===== src/rtl/load_store_unit.sv =====
// Data-memory initiator for the single-cycle CPU: B/H/W loads with extension, sub-word stores as read-modify-write.
// Optional LSU_MISALIGN_TRAP_EN: misaligned H/W accesses return resp_err instead of being force-aligned.
module load_store_unit #(
  parameter int ADDR_W = 32
) (
  input  logic              clk,
  input  logic              rst_n,
  input  logic              req_valid,
  output logic              req_ready,
  input  logic              req_we,
  input  logic [2:0]        req_funct3,
  input  logic [ADDR_W-1:0] req_addr,
  input  logic [31:0]       req_wdata,
  output logic              resp_valid,
  output logic [31:0]       resp_rdata,
  output logic              resp_err,
  output logic              mem_read_en,
  output logic              mem_write_en,
  output logic [ADDR_W-1:0] mem_address,
  output logic [31:0]       mem_write_data,
  input  logic [31:0]       mem_read_data,
  output logic [1:0]        dbg_state
);

  localparam logic [1:0] S_IDLE   = 2'd0;
  localparam logic [1:0] S_ACCESS = 2'd1;
  localparam logic [1:0] S_WRITE  = 2'd2;
  localparam logic [1:0] S_RESP   = 2'd3;

  // Handshake: a request is accepted on a rising edge where req_valid && req_ready;
  // req_ready is high only in IDLE and the requester holds req_valid until then.
  // resp_valid is a single-cycle pulse; resp_rdata/resp_err are meaningful while it is high.

  logic [1:0]        state_q;
  logic              we_q;
  logic [2:0]        f3_q;
  logic [ADDR_W-1:0] addr_q;
  logic [31:0]       wdata_q;
  logic [31:0]       merged_q;
  logic [31:0]       rdata_q;
  logic              err_q;

  logic              funct3_ok;
  logic              misalign;
  logic              req_illegal;
  logic [7:0]        byte_sel;
  logic [15:0]       half_sel;
  logic [31:0]       load_ext;
  logic [31:0]       merged;
  logic [ADDR_W-1:0] word_addr;

  assign req_ready  = (state_q == S_IDLE);
  assign resp_valid = (state_q == S_RESP);
  assign resp_rdata = rdata_q;
  assign resp_err   = err_q;
  assign dbg_state  = state_q;
  assign word_addr  = {addr_q[ADDR_W-1:2], 2'b00};

  always_comb begin
    funct3_ok = 1'b0;
    case (req_funct3)
      3'b000, 3'b001, 3'b010, 3'b100, 3'b101: funct3_ok = 1'b1;
      default:                                funct3_ok = 1'b0;
    endcase
  end

`ifdef LSU_MISALIGN_TRAP_EN
  assign misalign = ((req_funct3[1:0] == 2'b01) && req_addr[0]) ||
                    ((req_funct3[1:0] == 2'b10) && (req_addr[1:0] != 2'b00));
`else
  // Lane selection ignores the low bits a half/word cannot use, which force-aligns it.
  assign misalign = 1'b0;
`endif

  assign req_illegal = !funct3_ok || (req_we && req_funct3[2]) || misalign;

  always_comb begin
    byte_sel = 8'h00;
    case (addr_q[1:0])
      2'd0: byte_sel = mem_read_data[7:0];
      2'd1: byte_sel = mem_read_data[15:8];
      2'd2: byte_sel = mem_read_data[23:16];
      default: byte_sel = mem_read_data[31:24];
    endcase
    half_sel = addr_q[1] ? mem_read_data[31:16] : mem_read_data[15:0];
    load_ext = 32'h0;
    case (f3_q)
      3'b000:  load_ext = {{24{byte_sel[7]}}, byte_sel};
      3'b001:  load_ext = {{16{half_sel[15]}}, half_sel};
      3'b010:  load_ext = mem_read_data;
      3'b100:  load_ext = {24'h0, byte_sel};
      3'b101:  load_ext = {16'h0, half_sel};
      default: load_ext = 32'h0;
    endcase
  end

  always_comb begin
    merged = mem_read_data;
    if (f3_q[1:0] == 2'b00) begin
      merged[{addr_q[1:0], 3'b000} +: 8] = wdata_q[7:0];
    end else begin
      merged[{addr_q[1], 4'b0000} +: 16] = wdata_q[15:0];
    end
  end

  always_ff @(posedge clk or negedge rst_n) begin
    if (!rst_n) begin
      state_q  <= S_IDLE;
      we_q     <= 1'b0;
      f3_q     <= 3'b000;
      addr_q   <= '0;
      wdata_q  <= 32'h0;
      merged_q <= 32'h0;
      rdata_q  <= 32'h0;
      err_q    <= 1'b0;
    end else begin
      case (state_q)
        S_IDLE: begin
          if (req_valid) begin
            we_q    <= req_we;
            f3_q    <= req_funct3;
            addr_q  <= req_addr;
            wdata_q <= req_wdata;
            if (req_illegal) begin
              state_q <= S_RESP;
              err_q   <= 1'b1;
              rdata_q <= 32'h0;
            end else begin
              state_q <= S_ACCESS;
            end
          end
        end
        S_ACCESS: begin
          if (!we_q) begin
            rdata_q <= load_ext;
            err_q   <= 1'b0;
            state_q <= S_RESP;
          end else if (f3_q[1:0] == 2'b10) begin
            rdata_q <= 32'h0;
            err_q   <= 1'b0;
            state_q <= S_RESP;
          end else begin
            merged_q <= merged;
            state_q  <= S_WRITE;
          end
        end
        S_WRITE: begin
          rdata_q <= 32'h0;
          err_q   <= 1'b0;
          state_q <= S_RESP;
        end
        default: state_q <= S_IDLE;
      endcase
    end
  end

  always_comb begin
    mem_read_en    = 1'b0;
    mem_write_en   = 1'b0;
    mem_address    = '0;
    mem_write_data = 32'h0;
    case (state_q)
      S_ACCESS: begin
        mem_address = word_addr;
        if (we_q && (f3_q[1:0] == 2'b10)) begin
          mem_write_en   = 1'b1;
          mem_write_data = wdata_q;
        end else begin
          mem_read_en = 1'b1;
        end
      end
      S_WRITE: begin
        mem_address    = word_addr;
        mem_write_en   = 1'b1;
        mem_write_data = merged_q;
      end
      default: ;
    endcase
  end

endmodule


===== config.mk =====
export PLATFORM = sky130hd
export DESIGN_NAME = load_store_unit
export DESIGN_NICKNAME = d
export VERILOG_FILES = /design/src/rtl/load_store_unit.sv
export SDC_FILE = /design/constraint.sdc
export NUM_CORES = 1
export LEC_CHECK = 0
export ABC_AREA = 1
export CORE_ASPECT_RATIO = 0.75
export CORE_MARGIN = 2
export CORE_UTILIZATION = 50
export DETAILED_ROUTE_END_ITERATION = 10
export MAX_ROUTING_LAYER = met4
export PLACE_DENSITY = 0.82
export SLEW_MARGIN = 10
export SYNTH_ARGS = -nofsm -noshare
export SYNTH_HDL_FRONTEND = slang
export SYNTH_SLANG_ARGS = --single-unit

===== constraint.sdc =====
create_clock -name clk -period 2.2 [get_ports clk]
set_input_delay 0.33 -clock clk [delete_from_list [all_inputs] [get_ports clk]]
set_output_delay 0.33 -clock clk [all_outputs]
set_load 0.02 [all_outputs]

==> reports/metrics.csv <==
metric,value,unit
finalSetupViolCount,1,
crit_type,register to primary output,
grt_pass1_wl,39400,µm
cpPeakStageDelay,0.36,ns
cp.arrival,1.87,ns
seq_area_frac_synth,43.1,%
r2r_end,resp_rdata[30],
fin_ws,-0.00176,ns
cts_tree,done,
critPathCaptureType,primary output,
reg2regPathDepth,8,
cp-startpoint,f3_q[1],
crit_required,1.87,ns
pwr-share-comb,54.9,%
switching_share,45.2,%
fin_crit_sh,100,%
drc,0,
final_core_util,71.1,%
place.gp.congestion,0.955,
num_rows,39,
crit_path_cell_trace,inv_2 -> nor2_2 -> nand2_2 -> nor2_4 -> buf_4 -> buf_12 -> nand2_1 -> a21oi_1 -> buf_2,
p_sw,7.57,mW
synth_most_common_cell,nand2_1,
crit_end,mem_write_data[1],
dieArea,16700,µm²
synth_top_flop_cell,dfrtp_1,
cts-root-buf,clkbuf_16,
tightest_slew,0.694,ns
grt_pass1_vias,7727,
dr.pass1.iters,6,
grt_antenna_before_repair,2,
fill_cells,1242,
cts.sinks,135,
drv_slew,0,
clockBufferDepth,2,
violations,negative setup slack,
via_per_inst,5.26,
reg2reg_from,addr_q[1],
cts_max_level,4,
fmax,454,MHz
cts_buffers,17,
grt_overflow,0,
fp.dieW,149,µm
worst_skew_pair.late_latency,0.43,ns
maxCapViolations,0,
finalHoldViolCount,0,
fin_crit,2.20,ns
p_int,9.19,mW
drive_gt1_share,19.2,%
finClkSkew,0.00679,ns
start_util,51.3,%
ys_warn_count,0,
powerDensity,1540,nW/µm²
synth_edf_count,0,
max_slew_margin,53.6,%
syn_area_per_cell,7.40,µm²
cp_max_fo,14,
multi_input_area,3940,µm²
cp-start-kind,register,
final_nets,1378,
grt_setup_unrepaired,yes,
r2r_slack,0.20,ns
crit_slowest_cell,dfrtp_1,
synth_area_leaders,"dfrtp_1 43%, nand2_1 20%, mux2_2 8.9%, a21oi_1 5.4%, nand3_1 4.2%",
async_reset_ff_share,100,%
areaGrowthSynthToFinish,38.5,%
ys_ff_latch,135,
dp_hpwl,17800,µm
status,finished with violations,
seqPwrFrac,27.4,%
yosysTopAreaCell,dfrtp_1,
p_clk_share,17.6,%
synth_top_area_share,43.1,%
postRouteAntennaNets,0,
wl,24600,µm
drt_iter0_drc,647,
coreArea,15300,µm²
peakVddDrop,1020,µV
vias,7823,
grt_max_degree,70,
synth_common_cells,"413 x nand2_1, 135 x dfrtp_1, 84 x a21oi_1",
place_inst,1445,
hp-class,input port to async pin,
syn_inst,1060,
wl_per_cell,16.5,µm
port_buffers,203,
leakage,5.43,nW
path_clk_slew,0.06,ns
seq_area,3380,µm²
syn_area,7840,µm²
die_h,112,µm
ios,206,
ys_types,28,
grtUsageTotal,30.8,%
final_cells,1486,
[how the worst min path moves through the flow]
stage	slack [ns]	depth (start not counted)	endpoint
after floorplan	0.03	0	addr_q[0]
after global placement	0.38	1	wdata_q[16]
after detailed placement	0.37	1	wdata_q[16]
after CTS	0.47	3	addr_q[1]
after global routing	0.49	3	addr_q[0]
final	0.47	2	wdata_q[18]
[cell usage in the layout (no fill, tap or decap), drive strengths merged]
cell type,count
diode,2
o22ai,16
dlygate4sd3,1
buf,79
conb,2
nand3,69
nor3,1
clkdlybuf4s15,17
a21oi,85
dlygate4sd2,2
clkbuf,33
bufinv,3
ha,9
nor2,68
nand2,416
o211ai,1
mux2,62
o21a,1
clkinv,8
dfrtp,135
nand4,1
o21ai,48
inv,85
clkdlybuf4s50,137
[flip-flops by register name, summed over array words and instances, names as in the netlist]
signal / flops
resp_rdata: 32
wdata_q: 32
we_q: 1
dbg_state: 2
f3_q: 3
resp_err: 1
merged_q: 32
addr_q: 32
[routing by layer]
metal / vias up / routed length (µm) / global-route usage [%]
met5: - / 0 / -
met4: 0 / 478 / 9.46
met3: 40 / 2210 / 8.37
met2: 341 / 11300 / 46.5
met1: 3649 / 10600 / 40.9
li1: 3793 / - / -
[power groups by stage]
stage | logic (mW) | clock network, mW | registers, mW
6_report | 9.21 | 2.95 | 4.60
5_1_grt | 10.1 | 3.12 | 4.73
4_1_cts | 9.15 | 2.99 | 4.56
3_5_place_dp | 9.26 | 0 | 4.57
3_3_place_gp | 9.09 | 0 | 4.55
2_1_floorplan | 5.55 | 0 | 4.59
[worst max-delay path, delay by kind of cell, from the launching register on]
| family | cells | cell delay, ns |
|---|---|---|
| compound gates | 1 | 0.15 |
| buf+inv | 4 | 0.51 |
| flops | 1 | 0.36 |
| simple gates | 4 | 0.41 |
[through the flow]
step                      setup TNS, ns  hold slack, ns  power, mW  cell area [µm²]  setup WS (ns)
after detailed placement        -0.0481           0.370       13.8            10200        -0.0277
after floorplan                       0          0.0344       10.1             7840          0.159
after global placement                0           0.376       13.6            10200         0.0588
final                          -0.00176           0.467       16.8            10900       -0.00176
after global routing              -2.40           0.488       18.0            10900        -0.0821
after CTS                             0           0.466       16.7            10800       0.000361
[cell families after synthesis]
logic type,Yosys count,share of synthesized area [%]
AND/OR/NAND/NOR,555,28.6
AO/OA/AOI/OAI,151,10.0
buffers and inverters,147,7.90
flip-flops,135,43.1
multiplexers,62,8.91
adder cells (fa/ha/maj),9,1.44
other,1,0.0478
[final cells by class]
cell class,instances,area share (%)
clock inverter,13,1.57
sequential,135,31.1
tap,205,2.36
inverter,83,2.87
antenna,2,0.0461
multi-input combinational,779,36.3
timing repair buffer,250,21.8
clock buffer,19,3.99
[what timing repair did]
action                     4_1_cts  5_1_grt
hold endpoints to repair        67        0
hold buffers                     1        0
gates resized for setup        239       37
cloned                           1        1
setup buffers                    3        2
pin swaps                        1        5
setup endpoints to repair       65       62
Note: power is estimated with default switching activity, not from simulation.
==> patch (same settings) <==
`ADDR_W`: 32 -> 16.
--- a/src/rtl/load_store_unit.sv
+++ b/src/rtl/load_store_unit.sv
@@ -1,7 +1,7 @@
 // Data-memory initiator for the single-cycle CPU: B/H/W loads with extension, sub-word stores as read-modify-write.
 // Optional LSU_MISALIGN_TRAP_EN: misaligned H/W accesses return resp_err instead of being force-aligned.
 module load_store_unit #(
-  parameter int ADDR_W = 32
+  parameter int ADDR_W = 16
 ) (
   input  logic              clk,
   input  logic              rst_n,
Ports: changed (resized mem_address and req_addr); port bits go from 206 to 174. The function was not compared with the original's and may differ.
==> patch against the original RTL <==
- the flow still finishes with violations (negative setup slack)
- non-clock buffer count decreased by 27
- final area is 8.0% lower
- routed wire length fell by 3.1%
- synthesized cell count is 3.2% lower
- total power fell by 8.7%
- setup slack worse by 0.020 ns
- clock power is 5% lower
- via count shrank 0.73%
- synthesized area fell by 8.5%
- sequential cell count shrank 16
- maximum frequency down 0.89%
- critical path type unchanged
- largest power group unchanged
==> patch: results (changes against the original RTL) <==
| Metric | Value |
|---|---|
| Status | `finished with violations (unchanged)` |
| Failing checks | `negative setup slack (unchanged)` |
| Crit path to | `mem_write_data[27] (was mem_write_data[1])` |
| Synth top area cells | `dfrtp_1 42%, nand2_1 21%, mux2_2 6.3%, a21oi_1 6.1%, nor2_1 5.0% (was dfrtp_1 43%, nand2_1 20%, mux2_2 8.9%, a21oi_1 5.4%, nand3_1 4.2%)` |
| Vias in the first global route | `7359 (was 7727)` |
| GRT Overall Usage | `31.54% (was 30.84%)` |
| Post-synthesis compound-gate area fraction | `12.32% (was 10.01%)` |
| Nets | `1303 (was 1378)` |
| VDD IR-drop max | `1047 uV (was 1017 uV)` |
| Initial antenna violation count | `0 (was 2)` |
| Cell count after synthesis | `1026 (was 1060)` |
| 1st-iter DRT viols | `999 (was 647)` |
| Cell Area, Placed | `0.009228 sq mm (was 0.01022 sq mm)` |
| Worst Skew | `0.007943 ns (was 0.006794 ns)` |
| Wl on met1 | `10070 um (was 10600 um)` |
| Count of different cell masters after synthesis | `26 (was 28)` |
| Commonest cells in the synthesized netlist | `396 x nand2_1, 119 x dfrtp_1, 96 x nor2_1 (was 413 x nand2_1, 135 x dfrtp_1, 84 x a21oi_1)` |
| N_diodes | `0 (was 2)` |
| Reg-to-Reg End | `resp_rdata[6]$_DFFE_PN0P_ (was resp_rdata[30]$_DFFE_PN0P_)` |
| Layout cells sized above 1 | `17.87% (was 19.23%)` |
| Worst flop-to-flop path startpoint | `dbg_state[0]$_DFFE_PN0N_ (was addr_q[1]$_DFFE_PN0P_)` |
| Final Setup Violations | `10 (was 1)` |
| DR WL met2 | `10790 um (was 11270 um)` |
| Slew @ Worst Pin | `0.5491 ns (was 0.6941 ns)` |
| Post-synthesis adder-cell area fraction | `1.571% (was 1.437%)` |
| Via density | `5.567 (was 5.264)` |
| Fillers | `1080 (was 1242)` |
| Post-Route Utilization | `72.12% (was 71.08%)` |
| Sequential area share after synthesis | `41.54% (was 43.10%)` |
| Data arrival, critical path | `1.89 ns (was 1.87 ns)` |
| Final setup margin | `-0.02146 ns (was -0.001755 ns)` |
| Leakage | `4.999 nW (was 5.427 nW)` |
| GP Congestion | `0.9319 (was 0.9554)` |
patch: layer usage:
metal	vias to the layer above	GRT usage, %
li1	3611	-
met2	446	48.14
met3	69	5.649
met1	3640	42.75
met4	0	10.93
met5	-	-
patch: critical path: stages (launching register included):
cell	delay [ns]
dfrtp_1	0.37
buf_4	0.13
ha_4	0.13
inv_2	0.04
nor2_4	0.14
buf_6	0.15
buf_12	0.14
nand2_1	0.07
a21oi_2	0.14
buf_4	0.16
patch: where the power goes:
part	internal [mW]	switching (mW)	leakage [nW]
Clock	1.70	1.10	0.283
Combinational	3.31	5.16	3.25
Sequential	3.23	0.793	1.47
Total	8.24	7.05	5.00
patch: worst min path at each step:
stage / start / endpoint / slack, ns / cells after the start
finish: rst_n / wdata_q[16]$_DFFE_PN0P_ / 0.44 / 2
global route: rst_n / wdata_q[16]$_DFFE_PN0P_ / 0.49 / 2
CTS: rst_n / wdata_q[16]$_DFFE_PN0P_ / 0.46 / 2
detailed placement: rst_n / wdata_q[16]$_DFFE_PN0P_ / 0.34 / 1
global placement: rst_n / wdata_q[16]$_DFFE_PN0P_ / 0.34 / 1
floorplan: rst_n / addr_q[0]$_DFFE_PN0P_ / 0.03 / 0
patch: area by class of cell:
class                   count  area share, %
multi-input cells         770          37.56
repair buffers            223          21.66
flip-flops and latches    119          29.83
clock buffers              18          4.399
inverters                  76          2.858
well taps                 175          2.193
clock inverters            14          1.504
patch: what timing repair did:
action	in CTS	in global routing
gates cloned	1	3
hold buffers	1	0
setup endpoints to repair	49	48
resized for setup	185	67
buffers inserted	3	5
pin swaps	1	4
endpoints found under the hold margin	35	0
